--- config.mk ---
export PLATFORM = sky130hd
export DESIGN_NAME = cdb_arbiter
export DESIGN_NICKNAME = d
export VERILOG_FILES = /design/src/rtl/cdb_arbiter.sv
export SDC_FILE = /design/constraint.sdc
export NUM_CORES = 1
export LEC_CHECK = 0
export CORE_MARGIN = 2
export CORE_UTILIZATION = 37
export DETAILED_ROUTE_END_ITERATION = 12
export MAX_ROUTING_LAYER = met4
export PLACE_DENSITY_LB_ADDON = 0.15
export RECOVER_POWER = 25
export SETUP_SLACK_MARGIN = 0.4
export SLEW_MARGIN = 0
export SYNTH_ARGS = -nofsm -noshare
export SYNTH_HDL_FRONTEND = slang
export SYNTH_SLANG_ARGS = --single-unit
--- constraint.sdc ---
create_clock -name clk -period 4.8 [get_ports clk]
set_clock_uncertainty 0.2 [all_clocks]
set_input_delay 0.72 -clock clk [delete_from_list [all_inputs] [get_ports clk]]
set_output_delay 0.72 -clock clk [all_outputs]
set_load 0.01 [all_outputs]
--- src/rtl/cdb_arbiter.sv ---
// Round-robin arbiter that puts up to NUM_CDB functional-unit results per cycle onto registered CDB slots.
// Optional mispredict flush input is enabled by defining CDB_ARB_FLUSH_EN.
module cdb_arbiter #(
    parameter int NUM_REQ = 4,
    parameter int NUM_CDB = 2,
    parameter int TAG_W   = 4,
    parameter int DATA_W  = 32,
    localparam int PTR_W  = (NUM_REQ > 1) ? $clog2(NUM_REQ) : 1
) (
    input  logic                      clk,
    input  logic                      rst,
`ifdef CDB_ARB_FLUSH_EN
    input  logic                      flush,
`endif
    input  logic [NUM_REQ-1:0]        req_valid,
    input  logic [NUM_REQ*TAG_W-1:0]  req_tag,
    input  logic [NUM_REQ*DATA_W-1:0] req_value,
    input  logic [NUM_REQ*5-1:0]      req_rd,
    output logic [NUM_REQ-1:0]        req_ready,
    output logic [NUM_CDB-1:0]        cdb_valid,
    output logic [NUM_CDB*TAG_W-1:0]  cdb_tag,
    output logic [NUM_CDB*DATA_W-1:0] cdb_value,
    output logic [NUM_CDB*5-1:0]      cdb_rd,
    output logic [PTR_W-1:0]          rr_ptr_o
);

    logic                             w_flush;
    logic [PTR_W-1:0]                 r_ptr;
    logic [PTR_W-1:0]                 w_next_ptr;
    logic [NUM_REQ-1:0]               w_ready;
    logic [NUM_CDB-1:0]               w_slot_vld;
    logic [NUM_CDB-1:0][PTR_W-1:0]    w_slot_src;
    logic [NUM_CDB-1:0][TAG_W-1:0]    w_tag;
    logic [NUM_CDB-1:0][DATA_W-1:0]   w_value;
    logic [NUM_CDB-1:0][4:0]          w_rd;

    logic [NUM_CDB-1:0]               r_cdb_valid;
    logic [NUM_CDB*TAG_W-1:0]         r_cdb_tag;
    logic [NUM_CDB*DATA_W-1:0]        r_cdb_value;
    logic [NUM_CDB*5-1:0]             r_cdb_rd;

`ifdef CDB_ARB_FLUSH_EN
    assign w_flush = flush;
`else
    assign w_flush = 1'b0;
`endif

    // Scan from r_ptr; the k-th valid requester found takes slot k.
    always_comb begin
        int               cnt;
        int               last;
        int               idx;
        logic [PTR_W-1:0] idx_p;
        cnt        = 0;
        last       = 0;
        idx        = 0;
        idx_p      = '0;
        w_ready    = '0;
        w_slot_vld = '0;
        w_slot_src = '0;
        for (int k = 0; k < NUM_REQ; k++) begin
            idx   = (int'(r_ptr) + k) % NUM_REQ;
            idx_p = PTR_W'(idx);
            if (!rst && !w_flush && req_valid[idx_p] && cnt < NUM_CDB) begin
                w_ready[idx_p] = 1'b1;
                for (int j = 0; j < NUM_CDB; j++) begin
                    if (j == cnt) begin
                        w_slot_vld[j] = 1'b1;
                        w_slot_src[j] = idx_p;
                    end
                end
                cnt  = cnt + 1;
                last = idx;
            end
        end
        w_next_ptr = (cnt != 0) ? PTR_W'((last + 1) % NUM_REQ) : r_ptr;
    end

    always_comb begin
        w_tag   = '0;
        w_value = '0;
        w_rd    = '0;
        for (int j = 0; j < NUM_CDB; j++) begin
            for (int i = 0; i < NUM_REQ; i++) begin
                if (w_slot_src[j] == PTR_W'(i)) begin
                    w_tag[j]   = req_tag[i*TAG_W +: TAG_W];
                    w_value[j] = req_value[i*DATA_W +: DATA_W];
                    w_rd[j]    = req_rd[i*5 +: 5];
                end
            end
        end
    end

    // Payload of unused slots is don't-care, so it loads unconditionally.
    always_ff @(posedge clk) begin
        if (rst) begin
            r_ptr       <= '0;
            r_cdb_valid <= '0;
            r_cdb_tag   <= '0;
            r_cdb_value <= '0;
            r_cdb_rd    <= '0;
        end else begin
            r_ptr       <= w_next_ptr;
            r_cdb_valid <= w_slot_vld;
            r_cdb_tag   <= w_tag;
            r_cdb_value <= w_value;
            r_cdb_rd    <= w_rd;
        end
    end

    assign req_ready = w_ready;
    assign cdb_valid = r_cdb_valid;
    assign cdb_tag   = r_cdb_tag;
    assign cdb_value = r_cdb_value;
    assign cdb_rd    = r_cdb_rd;
    assign rr_ptr_o  = r_ptr;

endmodule

Word-level counts from Yosys, hierarchy flattened. Index checks and enable logic that the tools add are counted.

Output and inout bits: 90. Logic and storage cells: 125. Register bits after elaboration: 86.

Order comparisons: 11. Eq/ne operators: 9. Bitwise gates (word level): 3. Multiplexer cells: 72. $add $sub $neg: 7. Reduce and logical (&&, ||, !) cells: 18.

Operator list (count): $mux 32 (10); $logic_not 32->1 (3); $add 32x2->32 const B (2); $eq 2x32->1 const A (2); $lt 32x3->1 const B (2); $mux 4 (15); $mux 5 (8); $reduce_bool 32->1 (1); $mux 2 (15); $mux 1 (16); $lt 2x3->1 const B (4); $or 4x4->4 (3); $logic_and 1x1->1 (11); $bmux 1 s2 (4); $demux 1 s2 (4); $eq 2x2->1 const B (4); $ge 2x1->1 const B (4); $add 2x2->2 const B (3); $eq 2x1->1 const B (2); $logic_not 2->1 (2); $add 1x1->2 const B (1); $add 2x1->2 const B (1); $lt 1x2->1 const B (1); $eq 1x1->1 const A (1); $logic_not 1->1 (1).

Longest topological paths before layout. Gate-level depths: netlist (run 1).

Depth in word-level cells: 18. Gate-level depth with buffers: 21. Depth with buffers taken out: 16.

Least setup slack after synthesis (run 1). Ideal clock, no wire load.

Path type: register -> register. From: reg r_ptr[0] (netlist: rr_ptr_o[0]). To: reg r_cdb_rd[6] (netlist: cdb_rd[6]). Arrival: 4740 ps. Data required time: 4466 ps. Path buffers: 5. Slack: -274 ps. Cell stages (with the launch flop): 22. Cell sequence: dfxtp_1 buf_4 buf_2 inv_1 ha_1 or2_1 o22ai_2 ha_1 buf_1 nor3b_1 a22o_1 inv_1 fa_1 or3b_4 o22ai_4 o211ai_4 nand2b_1 a32oi_1 buf_6 buf_8 mux2i_1 o22ai_1.

Longest elaborated chain between the ends: 18.

RTL lines: from (decl) (RTL line 28) `logic [PTR_W-1:0] r_ptr;`; from (signal assigned) (RTL line 103) `r_ptr <= w_next_ptr;`; $bmux 1 s2 (RTL line 64) `if (!rst && !w_flush && req_valid[idx_p] && cnt < NUM_CDB) begin`; $mux 1 (implied by the code) (RTL line 64); $logic_and 1x1->1 (RTL line 64); $mux 1 (RTL line 64); $lt 1x2->1 (RTL line 64); $logic_and 1x1->1 (RTL line 64); $mux 2 (RTL line 64); $lt 32x3->1 (RTL line 64); $logic_and 1x1->1 (RTL line 64); $mux 32 (RTL line 64); $lt 32x3->1 / $eq 2x32->1 (equally long branches) (RTL line 64, 67); $logic_and 1x1->1 / $mux 2 (equally long branches) (RTL line 64, 67); $mux 4 (*) (RTL line 64); $logic_not 2->1 (RTL line 85) `if (w_slot_src[j] == PTR_W'(i)) begin`; $mux 5 (3 in a row) (RTL line 85); $mux 5 (*) (RTL line 85); to (signal assigned) (RTL line 107) `r_cdb_rd <= w_rd;`; to (decl) (RTL line 40) `logic [NUM_CDB*5-1:0] r_cdb_rd;`.

Every way passes the cells marked *; elsewhere a longest branch is shown, timed or not. The select of a mux whose other input is x is not followed. A chain may end at the register's enable or synchronous reset.

Worst setup path in the final report (run 1).
From: in req_valid[0]. To: out req_ready[0].

Longest elaborated chain between the ends: 13.

RTL lines: from (decl) (RTL line 15) `input logic [NUM_REQ-1:0] req_valid,`; $bmux 1 s2 (RTL line 64); $mux 1 (implied by the code) (RTL line 64); $logic_and 1x1->1 (RTL line 64); $mux 1 (RTL line 64); $lt 1x2->1 (RTL line 64); $logic_and 1x1->1 (RTL line 64); $mux 2 (RTL line 64); $lt 32x3->1 (RTL line 64); $logic_and 1x1->1 (RTL line 64); $mux 32 (RTL line 64); $lt 32x3->1 (RTL line 64); $logic_and 1x1->1 (RTL line 64); $mux 4 (*) (RTL line 64); to (decl) (RTL line 19) `output logic [NUM_REQ-1:0] req_ready,`.

Marks and branches as above.

==> results of run 1 <==
==> stage by stage <==
| step | setup slack, ns | cell area, sq um |
|---|---|---|
| detailed placement | -0.08624 | 8213 |
| floorplan | 0.3730 | 5230 |
| global route | 0.3109 | 8587 |
| CTS | 0.4283 | 8534 |
| finish | 0.5149 | 8587 |
| global placement | 0.1025 | 8213 |
==> metal layers <==
layer  part of all wire (%)  track usage, %
met4                    2.4           9.698
met3                    7.6           6.601
met1                     41           27.35
met5                      0               -
met2                     49           41.13
==> synthesized netlist by cell type (all sizes together) <==
cell type  number
mux2i         172
o22ai          87
dfxtp          86
buf            33
nand2          17
nor2           14
ha             11
clkbuf         10
a31oi           6
inv             6
nand2b          6
a21oi           5
or2             5
a222oi          4
a22o            3
mux2            3
nand3           3
nor2b           3
nor3b           3
o21ai           3
nand3b          2
nor3            2
o211ai          2
o22a            2
a2111o          1
a211o           1
a21boi          1
a21o            1
a22oi           1
a32oi           1
fa              1
o221ai          1
o311ai          1
o32ai           1
or3b            1
xnor2           1
==> layout make-up <==
type	instances	area [sq um]	share of cell area, %
flip-flops and latches	86	1727	20.11
multi-input cells	365	3194	37.20
repair buffers	309	3138	36.54
clock buffers	11	242.7	2.827
clock inverters	5	35.03	0.4080
inverters	6	25.02	0.2914
well taps	180	225.2	2.623
==> tightest hold or removal path, cell delays in order (launching register included) <==
cell and delay (ns):
dfxtp_2 0.32, buf_4 0.18, mux2i_1 0.13, nor2_1 0.05
==> worst min path at each step <==
stage | depth (start not counted) | slack [ns] | start | endpoint
final | 3 | 0.52 | rr_ptr_o[1] | rr_ptr_o[1]
after detailed placement | 2 | 0.47 | rr_ptr_o[0] | rr_ptr_o[0]
after global placement | 2 | 0.46 | rr_ptr_o[0] | rr_ptr_o[0]
after floorplan | 3 | 0.48 | rr_ptr_o[1] | rr_ptr_o[1]
after CTS | 3 | 0.51 | rr_ptr_o[1] | rr_ptr_o[1]
after global routing | 3 | 0.56 | rst | rr_ptr_o[1]
==> report_power, final <==
part	switching, mW	internal [mW]
combinational	1.79	1.95
clock	0.302	0.365
sequential	0.0823	1.02
==> sequential cells by signal, summed over array words and instances (netlist names) <==
name and cells:
cdb_rd 10, cdb_tag 8, cdb_valid 2, cdb_value 64, rr_ptr_o 2
==> cells by family after synthesis <==
family,after synthesis,share of synthesized area [%]
and+or+nand+nor,56,5.396
muxes,175,34.18
xor gates and xnor gates,1,0.1702
adders and majority gates,12,3.063
DFF,86,33.45
buffers and inverters,49,7.487
AOI/OAI and AO/OA,121,16.26
==> what timing repair did <==
item,CTS,global route
pin swaps,1,5
setup endpoints to repair,76,84
resized for setup,13,11
gates cloned,0,0
hold endpoints to repair,0,0
buffers inserted,3,3
==> results.json, run 1 <==
{
  "finalSetupTns_ns": 0,
  "io_buffers": 259,
  "crit_required_ns": 3.88,
  "drc": 0,
  "cts_sinks": 86,
  "synth_area_leaders": "dfxtp_1 (33%), mux2i_1 (33%), o22ai_1 (10%)",
  "crit_type": "in -> out",
  "ys_types": 46,
  "yosysWarnings": 0,
  "critical_path.max_stage_delay_ns": 0.37,
  "wl_per_cell_um": 19.07,
  "via_per_inst": 5.417,
  "report.final.hold_viol_count": 0,
  "grt_usage_pct": 24.37,
  "clock_path_buffers": 2,
  "cts_root_buf": "clkbuf_16",
  "antenna_found_initial": 0,
  "netlist_area_sq_um": 5147,
  "coreArea_sq_um": 13720,
  "period_share_pct": 89.27,
  "most-common-layout-cells": "clkdlybuf4s50_1 (206), mux2i_1 (167), o22ai_1 (84), dfxtp_1 (84), dlygate4sd3_1 (44)",
  "die_area_sq_um": 14870,
  "cp-end-kind": "primary output",
  "row_count": 43,
  "period_minus_slack_ns": 4.285,
  "hpwlAfterDp_um": 13580,
  "rsz0062_at_grt": "true",
  "top_level_ports": 260,
  "total_power_mw": 5.507,
  "die_x_um": 122.0,
  "ant_nets": 0,
  "synth-seq-area-share_pct": 33.45,
  "status": "finished clean",
  "tightest_slew_ns": 0.4522,
  "worst_hold_slack_ns": 0.5175,
  "clock_latency_ns": 0.35,
  "fin_util_pct": 62.59,
  "maxSlewHeadroom_pct": 69.38,
  "drive_above_1_share_pct": 12.53,
  "ir_drop_v": 0.0004648,
  "powerDensity_nw_per_um2": 641.3,
  "routed_wl_um": 18350,
  "synth.top_cell.area_share_pct": 33.45,
  "crit_chain": "dlygate4sd2_1 > mux2i_2 > o22ai_4 > ha_4 > nor3_1 > a22o_1 > inv_2 > fa_2 > or3b_4 > o22ai_4 > a222oi_1 > nand2_1 > dlygate4sd2_1",
  "worstSetupEndpoint": "req_ready[0]",
  "numCtsBuffers": 9,
  "cp-start-kind": "primary input",
  "dp.cells": 940,
  "grt_pass1_vias": 5302,
  "syn_area_per_cell_sq_um": 10.29,
  "worstHoldPathType": "reg -> reg",
  "final_cell_count_no_fill": 962,
  "cp-startpoint": "req_valid[0]",
  "final_common_cell": "clkdlybuf4s50_1",
  "cts_hold_buf": 0,
  "cts.clk_slew.worst_paths_ns": 0.06,
  "cts_tree": "built",
  "cp_max_fo": 5,
  "worstRegToRegCells": 19,
  "final_nets": 959,
  "place.gp.congestion": 0.8956,
  "drt_iter0_markers": 233,
  "arrival_ns": 3.37,
  "n_fill_cell": 1111,
  "setup_viol": 0,
  "vias": 5211,
  "r2r_start": "rr_ptr_o[0]",
  "timing.rr.end": "cdb_value[45]",
  "grt_pass1_wl_um": 27400,
  "synth_cells": 500,
  "drt_pass1_iterations": 5,
  "slowest_stage": "fa_2",
  "cts-htree-levels": 3,
  "syn_to_final_growth_pct": 66.82,
  "fmax_mhz": 233.4,
  "overflow": 0,
  "initial_utilization_pct": 37.52,
  "mappedNetlistNets": 682,
  "grt_max_degree": 39,
  "reg2reg_slack_ns": 0.57,
  "cp.depth": 13,
  "die-height_um": 122.0,
  "critPathTopFamily": "compound AO/OA/AOI/OAI gates",
  "maxCapViolations": 0,
  "drv_slew": 0,
  "diodes": 0,
  "p_leak_nw": 3.741,
  "post-synth-top-area-cell": "dfxtp_1",
  "ys_seq_elements": 86,
  "crit_buf_inv": 3
}
Power figures use the tool's default switching activity.
==> run 2, diff against run 1 <==
--- a/config.mk
+++ b/config.mk
@@ -5,7 +5,6 @@
 export SDC_FILE = /design/constraint.sdc
 export NUM_CORES = 1
 export LEC_CHECK = 0
-export CORE_MARGIN = 2
 export CORE_UTILIZATION = 37
 export DETAILED_ROUTE_END_ITERATION = 12
 export MAX_ROUTING_LAYER = met4
==> results.json, run 2 (synthesis gave the netlist of run 1 again) <==
{
  "dp.cells": 936,
  "grt_usage_pct": 26.02,
  "initial_utilization_pct": 38.41,
  "drv_slew": 0,
  "r2r_start": "rr_ptr_o[0]",
  "overflow": 0,
  "top_level_ports": 260,
  "grt_pass1_wl_um": 28460,
  "cp-start-kind": "primary input",
  "hold_depth": 3,
  "cp_max_fo": 5,
  "cts_sinks": 86,
  "row_count": 42,
  "setup_viol": 0,
  "most-common-layout-cells": "clkdlybuf4s50_1 (206), mux2i_1 (163), o22ai_1 (84), dfxtp_1 (84), dlygate4sd3_1 (44)",
  "drt_iter0_markers": 282,
  "rsz0062_at_grt": "false",
  "final_nets": 965,
  "hpwlAfterDp_um": 13800,
  "diodes": 0,
  "cts.clk_slew.worst_paths_ns": 0.07,
  "total_power_mw": 5.784,
  "maxCapViolations": 0,
  "crit_type": "in -> out",
  "clock_latency_ns": 0.35,
  "crit_required_ns": 3.88,
  "routed_wl_um": 18890,
  "cts_tree": "built",
  "worstRegToRegCells": 19,
  "ir_drop_v": 0.0003449,
  "io_buffers": 259,
  "final_cell_count_no_fill": 964,
  "drt_pass1_iterations": 4,
  "cts-htree-levels": 3,
  "period_share_pct": 89.17,
  "finalSetupTns_ns": 0,
  "wl_per_cell_um": 19.59,
  "status": "finished clean",
  "powerDensity_nw_per_um2": 661.4,
  "reg2reg_slack_ns": 0.59,
  "cp-end-kind": "primary output",
  "syn_to_final_growth_pct": 69.88,
  "drive_above_1_share_pct": 14.09,
  "tightest_slew_ns": 0.4712,
  "die-height_um": 120.0,
  "fmax_mhz": 233.6,
  "largest_register_ff_count": 64,
  "via_per_inst": 5.547,
  "vias": 5347,
  "arrival_ns": 3.36,
  "cts_root_buf": "clkbuf_16",
  "worst_hold_slack_ns": 0.5051,
  "ant_nets": 0,
  "timing.rr.end": "cdb_value[57]",
  "clock_path_buffers": 2,
  "place.gp.congestion": 0.8618,
  "numCtsBuffers": 9,
  "worstHoldPathType": "reg -> reg",
  "maxSlewHeadroom_pct": 68.09,
  "antenna_found_initial": 0,
  "die_x_um": 120.0,
  "die_area_sq_um": 14390,
  "grt_max_degree": 39,
  "cts_hold_buf": 0,
  "drc": 0,
  "final_common_cell": "clkdlybuf4s50_1",
  "coreArea_sq_um": 13400,
  "min_from": "rr_ptr_o[0]",
  "grt_pass1_vias": 5599,
  "holdPathEnd": "rr_ptr_o[0]",
  "period_minus_slack_ns": 4.280,
  "p_leak_nw": 3.821,
  "report.final.hold_viol_count": 0
}
[run 2: changes by cell type in the layout (fill, tap and decap cells not counted), sizes merged]
cell	change
clkbuf	+2
buf	+4
clkinv	-3
bufinv	+2
clkdlybuf4s15	-1
inv	+2
[run 2: metal layers]
metal | part of all wire [%] | up-vias | GRT usage [%]
met5 | 0 | - | -
li1 | - | 2497 | -
met1 | 40 | 2582 | 28.02
met3 | 6.1 | 38 | 5.941
met4 | 2.9 | 0 | 11.09
met2 | 51 | 230 | 45.62
[run 2: worst max path at each step]
stage | start | endpoint | slack [ns]
floorplan | rr_ptr_o[0] | cdb_rd[6] | 0.37
global placement | rst | req_ready[2] | 0.10
detailed placement | rst | cdb_value[53] | -0.04
CTS | rr_ptr_o[1] | req_ready[0] | 0.46
global route | rr_ptr_o[0] | req_ready[0] | 0.40
finish | req_valid[3] | req_ready[0] | 0.52
[run 2: layout make-up]
type	count	area, sq um
Sequential cell	86	1727
Tap cell	176	220.2
Inverter	6	25.02
Clock inverter	6	92.59
Clock buffer	10	239.0
Timing Repair Buffer	315	3219
Fill cell	1073	4656
Multi-Input combinational cell	365	3222
[run 2: repair_timing]
item | 4_1_cts | 5_1_grt
gates resized for setup | 13 | 23
cloned | 0 | 2
buffers inserted | 6 | 4
pin swaps | 2 | 4
setup endpoints to repair | 75 | 79
[run 2: power by group]
part	switching, mW	internal [mW]
clock	0.316	0.475
combinational	1.84	2.05
sequential	0.0854	1.03
total	2.24	3.55
[run 2: critical path: stages]
cell and delay, ns:
dlygate4sd2_1 0.30, mux2i_4 0.20, o22ai_4 0.12, ha_4 0.18, nor3b_2 0.17, a22o_1 0.20
inv_2 0.06, fa_2 0.37, or3b_4 0.27, o22ai_4 0.09, a222oi_1 0.31, nand2_1 0.08
dlygate4sd2_1 0.29
[run 2: per-stage QoR]
stage	setup slack, ns	util [%]	area [sq um]
after global routing	0.4037	65.26	8745
after detailed placement	-0.03588	61.25	8208
after floorplan	0.3730	-	5230
after CTS	0.4588	64.12	8592
after global placement	0.1023	61.25	8208
final	0.5201	65.26	8745
==> run 3, diff against run 2 <==
--- a/config.mk
+++ b/config.mk
@@ -5,7 +5,8 @@
 export SDC_FILE = /design/constraint.sdc
 export NUM_CORES = 1
 export LEC_CHECK = 0
-export CORE_UTILIZATION = 37
+export ABC_AREA = 1
+export CORE_UTILIZATION = 44
 export DETAILED_ROUTE_END_ITERATION = 12
 export MAX_ROUTING_LAYER = met4
 export PLACE_DENSITY_LB_ADDON = 0.15
==> constraint.sdc (replaced) <==
create_clock -name clk -period 4.35 [get_ports clk]
set_clock_uncertainty 0.2 [all_clocks]
set_input_delay 0.6525 -clock clk [delete_from_list [all_inputs] [get_ports clk]]
set_output_delay 0.6525 -clock clk [all_outputs]
set_load 0.01 [all_outputs]
==> results.json, run 3 <==
{
  "rsz0062_at_grt": "false",
  "cp-end-kind": "primary output",
  "tightest_slew_ns": 0.4742,
  "synth-seq-area-share_pct": 28.02,
  "powerDensity_nw_per_um2": 785.4,
  "drt_pass1_iterations": 5,
  "period_share_pct": 87.45,
  "fmax_mhz": 262.9,
  "cts_tree": "built",
  "die_x_um": 120.2,
  "final_nets": 1447,
  "crit_required_ns": 3.50,
  "synth_common_cells": "nand2_1 (200), nand3_1 (188), nor2_1 (164), inv_1 (120), dfxtp_1 (86)",
  "ant_nets": 0,
  "grt_max_degree": 53,
  "maxCapViolations": 0,
  "initial_utilization_pct": 45.68,
  "drv_slew": 0,
  "numCtsBuffers": 9,
  "vias": 7560,
  "overflow": 0,
  "setup_viol": 0,
  "period_minus_slack_ns": 3.804,
  "grt_pass1_vias": 7196,
  "diodes": 0,
  "ys_types": 28,
  "die_area_sq_um": 14440,
  "finalSetupTns_ns": 0,
  "largest_register_ff_count": 64,
  "ys_async_sr_fraction_pct": 0,
  "synth_compound_area_share_pct": 11.36,
  "cts_root_buf": "clkbuf_16",
  "crit_type": "in -> out",
  "synth.most_common_cell": "nand2_1",
  "via_per_inst": 5.228,
  "io_buffers": 259,
  "clock_latency_ns": 0.35,
  "grt_usage_pct": 31.71,
  "synth_fa_ha_area_share_pct": 2.566,
  "drc": 0,
  "ir_drop_v": 0.0004770,
  "top_level_ports": 260,
  "wl_per_cell_um": 15.45,
  "drive_above_1_share_pct": 6.929,
  "mappedNetlistNets": 1215,
  "antenna_found_initial": 0,
  "routed_wl_um": 22350,
  "syn_area_per_cell_sq_um": 5.948,
  "hpwlAfterDp_um": 15630,
  "yosys_most_used_dff": "dfxtp_1",
  "synth_area_leaders": "dfxtp_1 (28%), nand3_1 (15%), nand2_1 (12%)",
  "netlist_area_sq_um": 6145,
  "report.final.hold_viol_count": 0,
  "arrival_ns": 2.95,
  "most-common-layout-cells": "clkdlybuf4s50_1 (211), nand2_1 (197), nand3_1 (185)",
  "pre_cts_slack_ns": 0.1014,
  "synth_cells": 1033,
  "p_leak_nw": 4.679,
  "final_common_cell": "clkdlybuf4s50_1",
  "cts.clk_slew.worst_paths_ns": 0.07,
  "synth.top_cell.area_share_pct": 28.02,
  "ys_seq_elements": 86,
  "cp_max_fo": 10,
  "cp-start-kind": "primary input",
  "synth_xor_area_share_pct": 0,
  "cts-htree-levels": 3,
  "place.gp.congestion": 0.8855,
  "synth-edff-count": 0,
  "worstHoldPathType": "reg -> reg",
  "worst_slack_ns": 0.5461,
  "die-height_um": 120.2,
  "status": "finished clean",
  "row_count": 42,
  "syn_to_final_growth_pct": 52.19,
  "maxSlewHeadroom_pct": 68.39,
  "yosysWarnings": 0,
  "cts_sinks": 86,
  "post-synth-top-area-cell": "dfxtp_1",
  "drt_iter0_markers": 668,
  "synth_top_family_by_area": "simple AND/OR/NAND/NOR gates",
  "coreArea_sq_um": 13450,
  "grt_pass1_wl_um": 35240,
  "yosys.area_share.simple_pct": 43.92,
  "synth_mux_area_share_pct": 0,
  "clock_path_buffers": 2
}
run 3: changes by cell type after synthesis, sizes merged, moves of 46 or more:
cell and change:
inv +121, a21oi +46, nand2 +190, nand3 +192
nor2 +156, o21ai +77, mux2i -172, o22ai -83
run 3: what timing repair did:
action,in CTS,in global routing
gates resized for setup,10,24
pin swaps,1,1
hold buffers,0,0
setup endpoints to repair,67,77
buffers inserted,1,0
run 3: report_power, final:
| group | switching (mW) | leakage, nW | internal, mW |
|---|---|---|---|
| combinational | 3.24 | 3.82 | 2.10 |
| clock | 0.336 | 0.142 | 0.461 |
| sequential | 0.0901 | 0.715 | 1.11 |
| total | 3.67 | 4.68 | 3.67 |
run 3: cell type report:
class | count | area, sq um
timing repair buffer | 291 | 2984
clock buffer | 11 | 242.7
fill | 1208 | 4101
inverter | 127 | 481.7
clock inverter | 5 | 58.81
multi-input combinational | 750 | 3640
tap | 176 | 220.2
sequential | 86 | 1724
run 3: critical path, stage by stage:
cell and delay, ns:
clkdlybuf4s50_1 0.45, nand2_2 0.12, nand3_2 0.10, nand3_4 0.09, inv_1 0.06, ha_2 0.19
nor2_4 0.13, nand3_4 0.08, fa_1 0.38, inv_2 0.08, nor2_4 0.04, nand3_4 0.08
buf_6 0.14, o21ai_0 0.09, clkdlybuf4s15_1 0.25
run 3: kinds of logic (layout without fill, tap and decap cells):
family | after synthesis | after routing
AOI/OAI and AO/OA | 137 | 137
adders and majority gates | 12 | 12
buffers and inverters | 197 | 434
DFF | 86 | 86
and+or+nand+nor | 601 | 601
run 3: path summary, 6_finish.rpt:
| path | to | startpoint | cells after the start | slack [ns] |
|---|---|---|---|---|
| setup / recovery | req_ready[2] | req_valid[3] | 15 | 0.55 |
| hold / removal | rr_ptr_o[0] | rr_ptr_o[0] | 3 | 0.57 |
| setup reg to reg | cdb_value[59] | rr_ptr_o[0] | 21 | 0.66 |
| hold reg to reg | rr_ptr_o[0] | rr_ptr_o[0] | 3 | 0.57 |
run 3: through the flow:
stage / power [mW] / hold slack [ns] / util, % / cells / cell area, sq um
CTS: 7.302 / 0.5725 / 68.90 / 1446 / 9269
detailed placement: 6.436 / 0.5434 / 66.41 / 1429 / 8934
global placement: 6.376 / 0.5437 / 66.41 / 1429 / 8934
finish: 7.344 / 0.5729 / 69.51 / 1446 / 9351
floorplan: 4.676 / 0.4732 / - / 1033 / 6152
global route: 7.997 / 0.6275 / 69.51 / 1446 / 9351
run 3: layer usage:
| metal | vias up | track usage, % | part of all wire, % |
|---|---|---|---|
| met5 | - | - | 0 |
| met4 | 0 | 15.23 | 3.9 |
| met3 | 55 | 6.509 | 9.1 |
| met2 | 375 | 52.44 | 48 |
| met1 | 3357 | 36.65 | 39 |
| li1 | 3773 | - | - |
